[src/rtl/bus_initiator_if.sv]
// Handshake bundle for bus_initiator: core load/store request/response plus the
// split read (address/data) and write (data+address/response) bus channels.
interface bus_initiator_if #(
  parameter int BUS_WIDTH  = 32,
  parameter int RESP_WIDTH = 2
);
  logic                   req_valid;
  logic                   req_ready;
  logic                   req_write;
  logic [BUS_WIDTH-1:0]   req_addr;
  logic [BUS_WIDTH-1:0]   req_wdata;
  logic [1:0]             req_size;
  logic                   req_unsigned;

  logic                   rsp_valid;
  logic                   rsp_ready;
  logic [BUS_WIDTH-1:0]   rsp_rdata;
  logic                   rsp_err;

  logic                   dr_addr_valid;
  logic                   dr_addr_ready;
  logic [BUS_WIDTH-1:0]   dr_addr;
  logic                   dr_data_valid;
  logic                   dr_data_ready;
  logic [BUS_WIDTH-1:0]   dr_data;

  logic                   dw_data_addr_valid;
  logic                   dw_data_addr_ready;
  logic [BUS_WIDTH-1:0]   dw_addr;
  logic [BUS_WIDTH-1:0]   dw_data;
  logic [BUS_WIDTH/8-1:0] dw_strobe;
  logic                   dw_resp_valid;
  logic                   dw_resp_ready;
  logic [RESP_WIDTH-1:0]  dw_resp;

  // Initiator view
  modport master (
    input  req_valid, req_write, req_addr, req_wdata, req_size, req_unsigned,
    output req_ready,
    output rsp_valid, rsp_rdata, rsp_err,
    input  rsp_ready,
    output dr_addr_valid, dr_addr, dr_data_ready,
    input  dr_addr_ready, dr_data_valid, dr_data,
    output dw_data_addr_valid, dw_addr, dw_data, dw_strobe, dw_resp_ready,
    input  dw_data_addr_ready, dw_resp_valid, dw_resp
  );

  // Core + memory responder view
  modport slave (
    output req_valid, req_write, req_addr, req_wdata, req_size, req_unsigned,
    input  req_ready,
    input  rsp_valid, rsp_rdata, rsp_err,
    output rsp_ready,
    input  dr_addr_valid, dr_addr, dr_data_ready,
    output dr_addr_ready, dr_data_valid, dr_data,
    input  dw_data_addr_valid, dw_addr, dw_data, dw_strobe, dw_resp_ready,
    output dw_data_addr_ready, dw_resp_valid, dw_resp
  );
endinterface

[src/rtl/bus_initiator.sv]
// Single-outstanding load/store master for the split data bus; all outputs registered.
// Optional macro MISALIGN_TRAP_EN: misaligned half/word requests error out without a bus access.
module bus_initiator #(
  parameter int                    BUS_WIDTH  = 32,
  parameter int                    RESP_WIDTH = 2,
  parameter logic [RESP_WIDTH-1:0] RESP_OK    = '0
) (
  input logic             clk,
  input logic             rst,
  bus_initiator_if.master bus
);
  localparam int STRB_W = BUS_WIDTH / 8;

  typedef enum logic [2:0] {IDLE, RD_ADDR, RD_DATA, WR_REQ, WR_RESP, RSP} state_t;

  state_t               state_q;
  logic                 req_ready_q;
  logic                 rsp_valid_q;
  logic [BUS_WIDTH-1:0] rsp_rdata_q;
  logic                 rsp_err_q;
  logic                 dr_addr_valid_q;
  logic [BUS_WIDTH-1:0] dr_addr_q;
  logic                 dr_data_ready_q;
  logic                 dw_valid_q;
  logic [BUS_WIDTH-1:0] dw_addr_q;
  logic [BUS_WIDTH-1:0] dw_data_q;
  logic [STRB_W-1:0]    dw_strobe_q;
  logic                 dw_resp_ready_q;
  logic [1:0]           size_q;
  logic                 uns_q;
  logic [1:0]           lane_q;

  logic [1:0]           lane_d;
  logic [STRB_W-1:0]    strobe_d;
  logic [BUS_WIDTH-1:0] wdata_d;
  logic [BUS_WIDTH-1:0] addr_d;
  logic                 misalign_d;
  logic [BUS_WIDTH-1:0] rdata_sh;
  logic [BUS_WIDTH-1:0] rdata_ext;

  // Lane is the byte offset inside the word; low bits below the access size are dropped.
  always_comb begin
    lane_d   = 2'b00;
    strobe_d = '1;
    case (bus.req_size)
      2'd0: begin
        lane_d   = bus.req_addr[1:0];
        strobe_d = STRB_W'(4'b0001) << bus.req_addr[1:0];
      end
      2'd1: begin
        lane_d   = {bus.req_addr[1], 1'b0};
        strobe_d = STRB_W'(4'b0011) << {bus.req_addr[1], 1'b0};
      end
      default: ;
    endcase
  end

  assign wdata_d = bus.req_wdata << {lane_d, 3'b000};
  assign addr_d  = {bus.req_addr[BUS_WIDTH-1:2], 2'b00};

`ifdef MISALIGN_TRAP_EN
  assign misalign_d = ((bus.req_size == 2'd1) && bus.req_addr[0]) ||
                      (bus.req_size[1] && (bus.req_addr[1:0] != 2'b00));
`else
  assign misalign_d = 1'b0;
`endif

  assign rdata_sh = bus.dr_data >> {lane_q, 3'b000};

  always_comb begin
    rdata_ext = rdata_sh;
    case (size_q)
      2'd0: rdata_ext = {{(BUS_WIDTH-8){~uns_q & rdata_sh[7]}}, rdata_sh[7:0]};
      2'd1: rdata_ext = {{(BUS_WIDTH-16){~uns_q & rdata_sh[15]}}, rdata_sh[15:0]};
      default: ;
    endcase
  end

  always_ff @(posedge clk) begin
    if (!rst) begin
      state_q         <= IDLE;
      req_ready_q     <= 1'b0;
      rsp_valid_q     <= 1'b0;
      rsp_rdata_q     <= '0;
      rsp_err_q       <= 1'b0;
      dr_addr_valid_q <= 1'b0;
      dr_addr_q       <= '0;
      dr_data_ready_q <= 1'b0;
      dw_valid_q      <= 1'b0;
      dw_addr_q       <= '0;
      dw_data_q       <= '0;
      dw_strobe_q     <= '0;
      dw_resp_ready_q <= 1'b0;
      size_q          <= 2'd0;
      uns_q           <= 1'b0;
      lane_q          <= 2'd0;
    end else begin
      case (state_q)
        IDLE: begin
          req_ready_q <= 1'b1;
          if (bus.req_valid && req_ready_q) begin
            req_ready_q <= 1'b0;
            size_q      <= bus.req_size;
            uns_q       <= bus.req_unsigned;
            lane_q      <= lane_d;
            if (misalign_d) begin
              rsp_valid_q <= 1'b1;
              rsp_err_q   <= 1'b1;
              rsp_rdata_q <= '0;
              state_q     <= RSP;
            end else if (bus.req_write) begin
              dw_valid_q  <= 1'b1;
              dw_addr_q   <= addr_d;
              dw_data_q   <= wdata_d;
              dw_strobe_q <= strobe_d;
              state_q     <= WR_REQ;
            end else begin
              dr_addr_valid_q <= 1'b1;
              dr_addr_q       <= addr_d;
              state_q         <= RD_ADDR;
            end
          end
        end
        RD_ADDR: begin
          if (bus.dr_addr_ready) begin
            dr_addr_valid_q <= 1'b0;
            dr_data_ready_q <= 1'b1;
            state_q         <= RD_DATA;
          end
        end
        RD_DATA: begin
          if (bus.dr_data_valid) begin
            dr_data_ready_q <= 1'b0;
            rsp_rdata_q     <= rdata_ext;
            rsp_err_q       <= 1'b0;
            rsp_valid_q     <= 1'b1;
            state_q         <= RSP;
          end
        end
        WR_REQ: begin
          if (bus.dw_data_addr_ready) begin
            dw_valid_q      <= 1'b0;
            dw_resp_ready_q <= 1'b1;
            state_q         <= WR_RESP;
          end
        end
        WR_RESP: begin
          if (bus.dw_resp_valid) begin
            dw_resp_ready_q <= 1'b0;
            rsp_err_q       <= (bus.dw_resp != RESP_OK);
            rsp_rdata_q     <= '0;
            rsp_valid_q     <= 1'b1;
            state_q         <= RSP;
          end
        end
        RSP: begin
          if (bus.rsp_ready) begin
            rsp_valid_q <= 1'b0;
            req_ready_q <= 1'b1;
            state_q     <= IDLE;
          end
        end
        default: state_q <= IDLE;
      endcase
    end
  end

  assign bus.req_ready          = req_ready_q;
  assign bus.rsp_valid          = rsp_valid_q;
  assign bus.rsp_rdata          = rsp_rdata_q;
  assign bus.rsp_err            = rsp_err_q;
  assign bus.dr_addr_valid      = dr_addr_valid_q;
  assign bus.dr_addr            = dr_addr_q;
  assign bus.dr_data_ready      = dr_data_ready_q;
  assign bus.dw_data_addr_valid = dw_valid_q;
  assign bus.dw_addr            = dw_addr_q;
  assign bus.dw_data            = dw_data_q;
  assign bus.dw_strobe          = dw_strobe_q;
  assign bus.dw_resp_ready      = dw_resp_ready_q;
endmodule
[src/flat_wrapper.sv]
// flat-port wrapper written by rule: the top's interface ports become plain ports
module bus_initiator_flat 
#(
  parameter int                    BUS_WIDTH  = 32,
  parameter int                    RESP_WIDTH = 2,
  parameter logic [RESP_WIDTH-1:0] RESP_OK    = '0
)
  (clk, rst, bus_req_valid, bus_req_write, bus_req_addr, bus_req_wdata, bus_req_size, bus_req_unsigned, bus_req_ready, bus_rsp_valid, bus_rsp_rdata, bus_rsp_err, bus_rsp_ready, bus_dr_addr_valid, bus_dr_addr, bus_dr_data_ready, bus_dr_addr_ready, bus_dr_data_valid, bus_dr_data, bus_dw_data_addr_valid, bus_dw_addr, bus_dw_data, bus_dw_strobe, bus_dw_resp_ready, bus_dw_data_addr_ready, bus_dw_resp_valid, bus_dw_resp);
  bus_initiator_if #(.BUS_WIDTH(BUS_WIDTH), .RESP_WIDTH(RESP_WIDTH)) bus_i ();
  input logic clk;
  input logic rst;
  input wire logic [$bits(bus_i.req_valid)-1:0] bus_req_valid;
  input wire logic [$bits(bus_i.req_write)-1:0] bus_req_write;
  input wire logic [$bits(bus_i.req_addr)-1:0] bus_req_addr;
  input wire logic [$bits(bus_i.req_wdata)-1:0] bus_req_wdata;
  input wire logic [$bits(bus_i.req_size)-1:0] bus_req_size;
  input wire logic [$bits(bus_i.req_unsigned)-1:0] bus_req_unsigned;
  output wire logic [$bits(bus_i.req_ready)-1:0] bus_req_ready;
  output wire logic [$bits(bus_i.rsp_valid)-1:0] bus_rsp_valid;
  output wire logic [$bits(bus_i.rsp_rdata)-1:0] bus_rsp_rdata;
  output wire logic [$bits(bus_i.rsp_err)-1:0] bus_rsp_err;
  input wire logic [$bits(bus_i.rsp_ready)-1:0] bus_rsp_ready;
  output wire logic [$bits(bus_i.dr_addr_valid)-1:0] bus_dr_addr_valid;
  output wire logic [$bits(bus_i.dr_addr)-1:0] bus_dr_addr;
  output wire logic [$bits(bus_i.dr_data_ready)-1:0] bus_dr_data_ready;
  input wire logic [$bits(bus_i.dr_addr_ready)-1:0] bus_dr_addr_ready;
  input wire logic [$bits(bus_i.dr_data_valid)-1:0] bus_dr_data_valid;
  input wire logic [$bits(bus_i.dr_data)-1:0] bus_dr_data;
  output wire logic [$bits(bus_i.dw_data_addr_valid)-1:0] bus_dw_data_addr_valid;
  output wire logic [$bits(bus_i.dw_addr)-1:0] bus_dw_addr;
  output wire logic [$bits(bus_i.dw_data)-1:0] bus_dw_data;
  output wire logic [$bits(bus_i.dw_strobe)-1:0] bus_dw_strobe;
  output wire logic [$bits(bus_i.dw_resp_ready)-1:0] bus_dw_resp_ready;
  input wire logic [$bits(bus_i.dw_data_addr_ready)-1:0] bus_dw_data_addr_ready;
  input wire logic [$bits(bus_i.dw_resp_valid)-1:0] bus_dw_resp_valid;
  input wire logic [$bits(bus_i.dw_resp)-1:0] bus_dw_resp;
  assign bus_i.req_valid = bus_req_valid;
  assign bus_i.req_write = bus_req_write;
  assign bus_i.req_addr = bus_req_addr;
  assign bus_i.req_wdata = bus_req_wdata;
  assign bus_i.req_size = bus_req_size;
  assign bus_i.req_unsigned = bus_req_unsigned;
  assign bus_req_ready = bus_i.req_ready;
  assign bus_rsp_valid = bus_i.rsp_valid;
  assign bus_rsp_rdata = bus_i.rsp_rdata;
  assign bus_rsp_err = bus_i.rsp_err;
  assign bus_i.rsp_ready = bus_rsp_ready;
  assign bus_dr_addr_valid = bus_i.dr_addr_valid;
  assign bus_dr_addr = bus_i.dr_addr;
  assign bus_dr_data_ready = bus_i.dr_data_ready;
  assign bus_i.dr_addr_ready = bus_dr_addr_ready;
  assign bus_i.dr_data_valid = bus_dr_data_valid;
  assign bus_i.dr_data = bus_dr_data;
  assign bus_dw_data_addr_valid = bus_i.dw_data_addr_valid;
  assign bus_dw_addr = bus_i.dw_addr;
  assign bus_dw_data = bus_i.dw_data;
  assign bus_dw_strobe = bus_i.dw_strobe;
  assign bus_dw_resp_ready = bus_i.dw_resp_ready;
  assign bus_i.dw_data_addr_ready = bus_dw_data_addr_ready;
  assign bus_i.dw_resp_valid = bus_dw_resp_valid;
  assign bus_i.dw_resp = bus_dw_resp;
  bus_initiator #(.BUS_WIDTH(BUS_WIDTH), .RESP_WIDTH(RESP_WIDTH), .RESP_OK(RESP_OK)) u_core (.clk(clk), .rst(rst), .bus(bus_i));
endmodule
[config.mk]
export PLATFORM = sky130hd
export DESIGN_NAME = bus_initiator_flat
export DESIGN_NICKNAME = d
export VERILOG_FILES = /design/src/rtl/bus_initiator_if.sv /design/src/rtl/bus_initiator.sv /design/src/flat_wrapper.sv
export SDC_FILE = /design/constraint.sdc
export NUM_CORES = 1
export LEC_CHECK = 0
export CORE_MARGIN = 1
export CORE_UTILIZATION = 30
export DETAILED_ROUTE_END_ITERATION = 16
export DONT_BUFFER_PORTS = 1
export SYNTH_ARGS = -nofsm -noshare
export SYNTH_HDL_FRONTEND = slang
export SYNTH_SLANG_ARGS = --single-unit
[constraint.sdc]
create_clock -name clk -period 4.2 [get_ports clk]
set_input_delay 0.42 -clock clk [delete_from_list [all_inputs] [get_ports clk]]
set_output_delay 0.42 -clock clk [all_outputs]
set_load 0.02 [all_outputs]
[After elaboration in Yosys (flattened, before gate mapping)]
Index checks and enable logic that the tools add are counted.
Widths: inputs -> output; s select.
Cells by class
  equality and inequality tests: 15
  shift operators: 4
  muxes and demuxes: 37
  bitwise logic cells: 4
  reductions and logical operators: 23
Operators with widths (count)
  $pmux 32 s2: 2
  $mux 32: 2
  $shl 32x5->32: 1
  $shr 32x5->32: 1
  $mux 3: 6
  $pmux 3 s6: 1
  $mux 1: 16
  $reduce_and 3->1: 5
  $ne 2x2->1 const B: 7
  $reduce_bool 2->1: 7
  $pmux 1 s2: 6
  $reduce_and 4->1: 3
  $pmux 4 s2: 1
  $eq 3x2->1 const B: 2
  $eq 3x3->1 const B: 2
  $reduce_and 6->1: 1
  $eq 2x1->1 const B: 2
  $logic_not 2->1: 2
  $pmux 2 s2: 1
  $reduce_and 2->1: 2
  $shl 1x2->4 const A: 1
  $shl 2x2->4 const A: 1
  $eq 3x1->1 const B: 1
  $logic_not 3->1: 1
  7 further kinds: 9
Word-level totals
  register bits after elaboration: 143
  input port bits: 110
  word-level logic and storage cells: 99

[Longest topological paths before layout]
  depth after elaboration: 5
  depth in mapped cells: 7

[Worst setup path after synthesis]
OpenSTA, ideal clock, no wires.
  path kind: input to register
  start point: input bus_req_size[1]
  end point: register u_core.dw_data_q[20], in the netlist u_core.bus.dw_data[20]
  arrival time: 1.619 ns
  setup slack: 2.458 ns
  stages on the path: 6
  buffers on the path: 2
  cell sequence: nor3b_1 -> buf_2 -> buf_2 -> mux2_1 -> a221oi_1 -> nor2_1
Between the ends
  cells in the longest elaborated chain, start to end: 3
  elaborated cells between the ends (all ways): 4
  those cells by class: eq/ne: 1; shift: 1; mux: 1; reduce/logical: 1
Ends and longest elaborated chain
  from (decl): line flat_wrapper.sv:16  | input wire logic [$bits(bus_i.req_size)-1:0] bus_req_size;
  $eq 2x1->1 or $logic_not 2->1 (tied branches): line bus_initiator.sv:45  | case (bus.req_size)
  $pmux 2 s2 (*): line bus_initiator.sv:45
  $shl 32x5->32 (*): line bus_initiator.sv:58  | assign wdata_d = bus.req_wdata << {lane_d, 3'b000};
  to (signal assigned): line bus_initiator.sv:114  | dw_data_q <= wdata_d;
  to (decl): line bus_initiator.sv:26  | logic [BUS_WIDTH-1:0] dw_data_q;
Mark *: on every way between the ends. The rest lies on a longest branch, timed or not.
A chain may end at the register's enable or synchronous reset.

[Worst setup path after layout]
  start point: register u_core.state_q[1]
  end point: register u_core.dw_data_q[7], in the netlist u_core.bus.dw_data[7]
Between the ends
  cells in the longest elaborated chain, start to end: 2
Ends and longest elaborated chain
  from (decl): line bus_initiator.sv:16  | state_t state_q;
  from (signal assigned): line bus_initiator.sv:81  | state_q <= IDLE;
  from (signal assigned): line bus_initiator.sv:110  | state_q <= RSP;
  from (signal assigned): line bus_initiator.sv:116  | state_q <= WR_REQ;
  $logic_not 3->1: line bus_initiator.sv:98  | case (state_q)
  $reduce_and 3->1 (no source line)
Every way passes these cells.

==> reports/results.txt <==
The largest individual stage delay along the critical path comes from the cell and2_1. The logs give 2179 for the layout filler cell count and 0.42 ns for the clock latency of the later-clocked register in the worst-skew pair. The cell count after synthesis came out at 717. The H-tree was split into 4 levels. The multi-input combinational cells in the finished layout cover a total of 0.00324 sq mm. The area growth from synthesis to layout is 11.1%. Summing internal, switching and leakage power gives 3.97 mW. Setup repair after global routing left no endpoint under its margin. Kind of launch point of the worst setup path: a register.

The slew at the pin closest to its max-slew limit was 1.01 ns; the clock input transition at the sequential cells of the worst setup and hold paths was 0.07 ns. For this design the top-level I/O count stands at 249. After detailed routing, the number of remaining DRC violations is 0. For the count of vias placed by the detailed router, the log shows 5014. The congestion estimate from routability-driven global placement came to 0.802. CTS saw 143 sinks.

For this run, asynchronously set or reset flops after synthesis account for 0%. Before antenna repair, the detailed router went through 4 iterations. Power spread over the standard cell area amounts to 556 mW/mm^2.

The count of standard-cell rows came out at 53. The worst relative slew slack was 33.0%; the proportion of layout cells with a drive suffix above 1 was 7.48%. In this run, the number of DRC markers left after iteration 0 of detailed routing was 215. The number of clock buffers inserted by TritonCTS is 17, and the sum of routed wire length over all layers is 19000 um.

The data arrival time of the worst path is 2.68 ns. The clock period minus final worst setup slack is 2.37 ns, and the routing usage on met1 is 22.3%. The tools report the worst IR drop on VDD as 0.244 mV. The total count of hold-check failures in the final report was 0; the met2 demand-to-capacity share in global routing was 25.8%. Measured along the x axis, the die boundary spans 148 um. The endpoint required time on the critical path was 4.50 ns. TritonCTS built the clock tree.

For the fraction of the yosys area taken by sequential cells, the log shows 44.5%. In this run the most used layer during global routing was met2. After the flow finishes, the layout carries non-filler instances totaling 970.

Entering global routing, the biggest net connects 130 pins. Along the worst path, the maximum fanout reaches 31. For this run, the total global-route usage over all layers was measured as 17.3%.

Counting tap cells, the placed design contains a total of 938 instances. The run gives 13600 um as the half-perimeter wire length after detailed placement. Buffers added to address setup during post-CTS repair amount to 0.

In this run, synthesis inferred 0 flip-flops with an integrated enable. The post-synthesis register bit count works out to 143. The tools report the netlist area before placement as 0.00643 sq mm. The floorplan step defined a die boundary enclosing 0.0220 sq mm. Setup violations remaining at the end of the flow were counted as 0.

For the via count of the first global-routing pass, the log shows 4846. The tools report the number of antenna violations at the first check in global routing as 0. The signal on the critical path passes through nor2_2 > nand3_2 > and2_1 > a22o_1. Once the floorplan was initialized, standard cells occupied 30.6% of the core.

The detail-routed net length per standard cell is 19.6 um. The die is 148 um tall. For the final database, setup skew stands at 0.00982 ns.

Once detail routing completed, the nets flagged for antenna violations numbered 0. Global routing finished with a remaining overflow of 0. The number of distinct library cell variants in the gate-level netlist after synthesis is 54.

During synthesis, Yosys emitted a total of 0 warnings. The logs give 0 ns for the aggregate negative setup slack and 0 for the number of buffers inserted by hold repair at cts. The post-detailed-route via-to-cell ratio came out at 5.17. The core region is 0.0210 sq mm. The number of max-slew violations in the final report came out at 0.

0 antenna diodes ended up in the layout. The tools report the post-cts repair resize count as 0. Number of nets in the layout: 792.

The synthesized area per cell works out to 8.96 sq um. The global-route wire length before repair was 29000 um. Across the run, the number of max-cap violations was 0.

The run finished with clean final reports. The most frequently used flop master after synthesis was dfxtp_1. The maximum operating frequency was 422 MHz.

Registers take 0.00286 sq mm. In this run the worst hold path is classified as in -> reg. The tools report the critical path endpoint category as a register. The post-route clock period utilization is 56.5%. For this design the static power due to leakage is 2.61 nW. In this design, the stage delay of the slowest critical-path cell is 0.62 ns.

Clock tree synthesis selected as its root buffer the cell clkbuf_16. The clock passes through at most 2 buffers. The global-route track usage on met3 came out at 7.21%.

The category of the critical setup timing path was reg -> reg. The count of port buffers added during placement works out to 0.
cell families (layout without fill, tap and decap cells):
logic type	count (synthesis)	after routing	share of synthesized area, %
AOI/OAI and AO/OA	206	206	23.2
buffers and inverters	68	43	5.39
DFF	143	143	44.5
muxes	48	48	8.02
other	1	4	0.0584
and+or+nand+nor	251	251	18.7
cell usage in the layout, fill, tap and decap left out, drive strengths merged, types with 7 or more instances in the layout:
| cell | synthesis | final |
|---|---|---|
| a211o | 7 | 7 |
| a21boi | 65 | 65 |
| a21o | 16 | 16 |
| a21oi | 20 | 20 |
| a221oi | 8 | 8 |
| a22o | 23 | 23 |
| a32oi | 7 | 7 |
| buf | 38 | 8 |
| clkbuf | 27 | 19 |
| dfxtp | 143 | 143 |
| mux2 | 8 | 8 |
| mux2i | 38 | 38 |
| nand2 | 160 | 160 |
| nand3 | 16 | 16 |
| nand3b | 12 | 12 |
| nor2 | 15 | 15 |
| nor2b | 22 | 22 |
| o21ai | 34 | 34 |
| o2bb2ai | 16 | 16 |
cell usage after synthesis, types with 2 or more instances:
library cell  number  share of area (%)
and2_1             3               0.29
nand4bb_1          2               0.35
a21oi_1           20                1.6
and3_1             3               0.29
mux2i_1           38                5.9
nand3b_1          12                1.4
a21boi_1          65                7.6
nand2b_1           3               0.29
inv_1              3               0.18
a21o_1            16                1.9
nor2b_1           22                2.1
o21ai_1           24                1.9
a211o_1            7               0.95
dfxtp_1          143                 45
mux2_1             8                1.4
clkbuf_1          27                1.6
nor3_2             2               0.31
o2bb2ai_1         16                2.2
mux4_2             2               0.70
o211ai_1           3               0.35
o31ai_1            2               0.23
nor3b_1            2               0.23
a221oi_1           8                1.1
buf_4              6               0.70
buf_2             22                1.7
nand3_1           15                1.2
nand2_1          159                9.3
buf_1              5               0.29
nor2_1            14               0.82
o21ai_0           10               0.78
a32oi_1            7               0.95
buf_6              4               0.70
a22o_1            23                3.1
state kept, by name, indices dropped and copies added (netlist names), 2 cells and up:
register              count
u_core.bus.dr_addr       30
u_core.bus.dw_addr       30
u_core.bus.dw_data       32
u_core.bus.dw_strobe      4
u_core.bus.rsp_rdata     32
u_core.lane_q             2
u_core.size_q             2
u_core.state_q            3
routing by layer:
metal | up-vias | routed length, um
met4 | 0 | 308
met3 | 19 | 2050
met5 | - | 0
met2 | 188 | 8340
met1 | 2363 | 8270
li1 | 2444 | -
final cells by class:
class | count | share of cell area (%)
Clock inverter | 13 | 2.63
Tap cell | 275 | 4.82
Sequential cell | 143 | 40.1
Multi-Input combinational cell | 509 | 45.4
Timing Repair Buffer | 8 | 0.841
Inverter | 3 | 0.158
Clock buffer | 19 | 6.06
power by group:
group / internal, mW / switching [mW] / total, mW
sequential: 1.50 / 0.293 / 1.79
combinational: 0.235 / 0.328 / 0.563
clock: 0.998 / 0.617 / 1.61
path summary, 6_finish.rpt:
check,from,end,slack (ns),cells after the start
worst max-delay path,u_core.state_q[1],u_core.bus.dw_data[7],1.83,4
worst min-delay path,rst,u_core.bus.rsp_rdata[29],0.12,1
worst max register to register,u_core.state_q[1],u_core.bus.dw_data[7],1.83,4
worst min register to register,u_core.bus.rsp_rdata[9],u_core.bus.rsp_rdata[9],0.55,2
through the flow:
step | util (%) | cell area (sq um) | hold WS, ns | setup slack [ns]
after CTS | 34.0 | 7140 | 0.103 | 1.78
final | 34.0 | 7140 | 0.117 | 1.83
after global routing | 34.0 | 7140 | 0.109 | 1.59
after global placement | 31.0 | 6520 | 0.537 | 1.86
after floorplan | - | 6440 | 0.517 | 2.46
after detailed placement | 31.0 | 6520 | 0.542 | 1.81
worst max-delay path: cells and delay by family (launching register included):
family	cells	cell delay, ns
AND/OR/NAND/NOR	3	1.52
flip-flops	1	0.45
AO/OA/AOI/OAI	1	0.27
No activity file was read; power rests on OpenSTA's default activity.
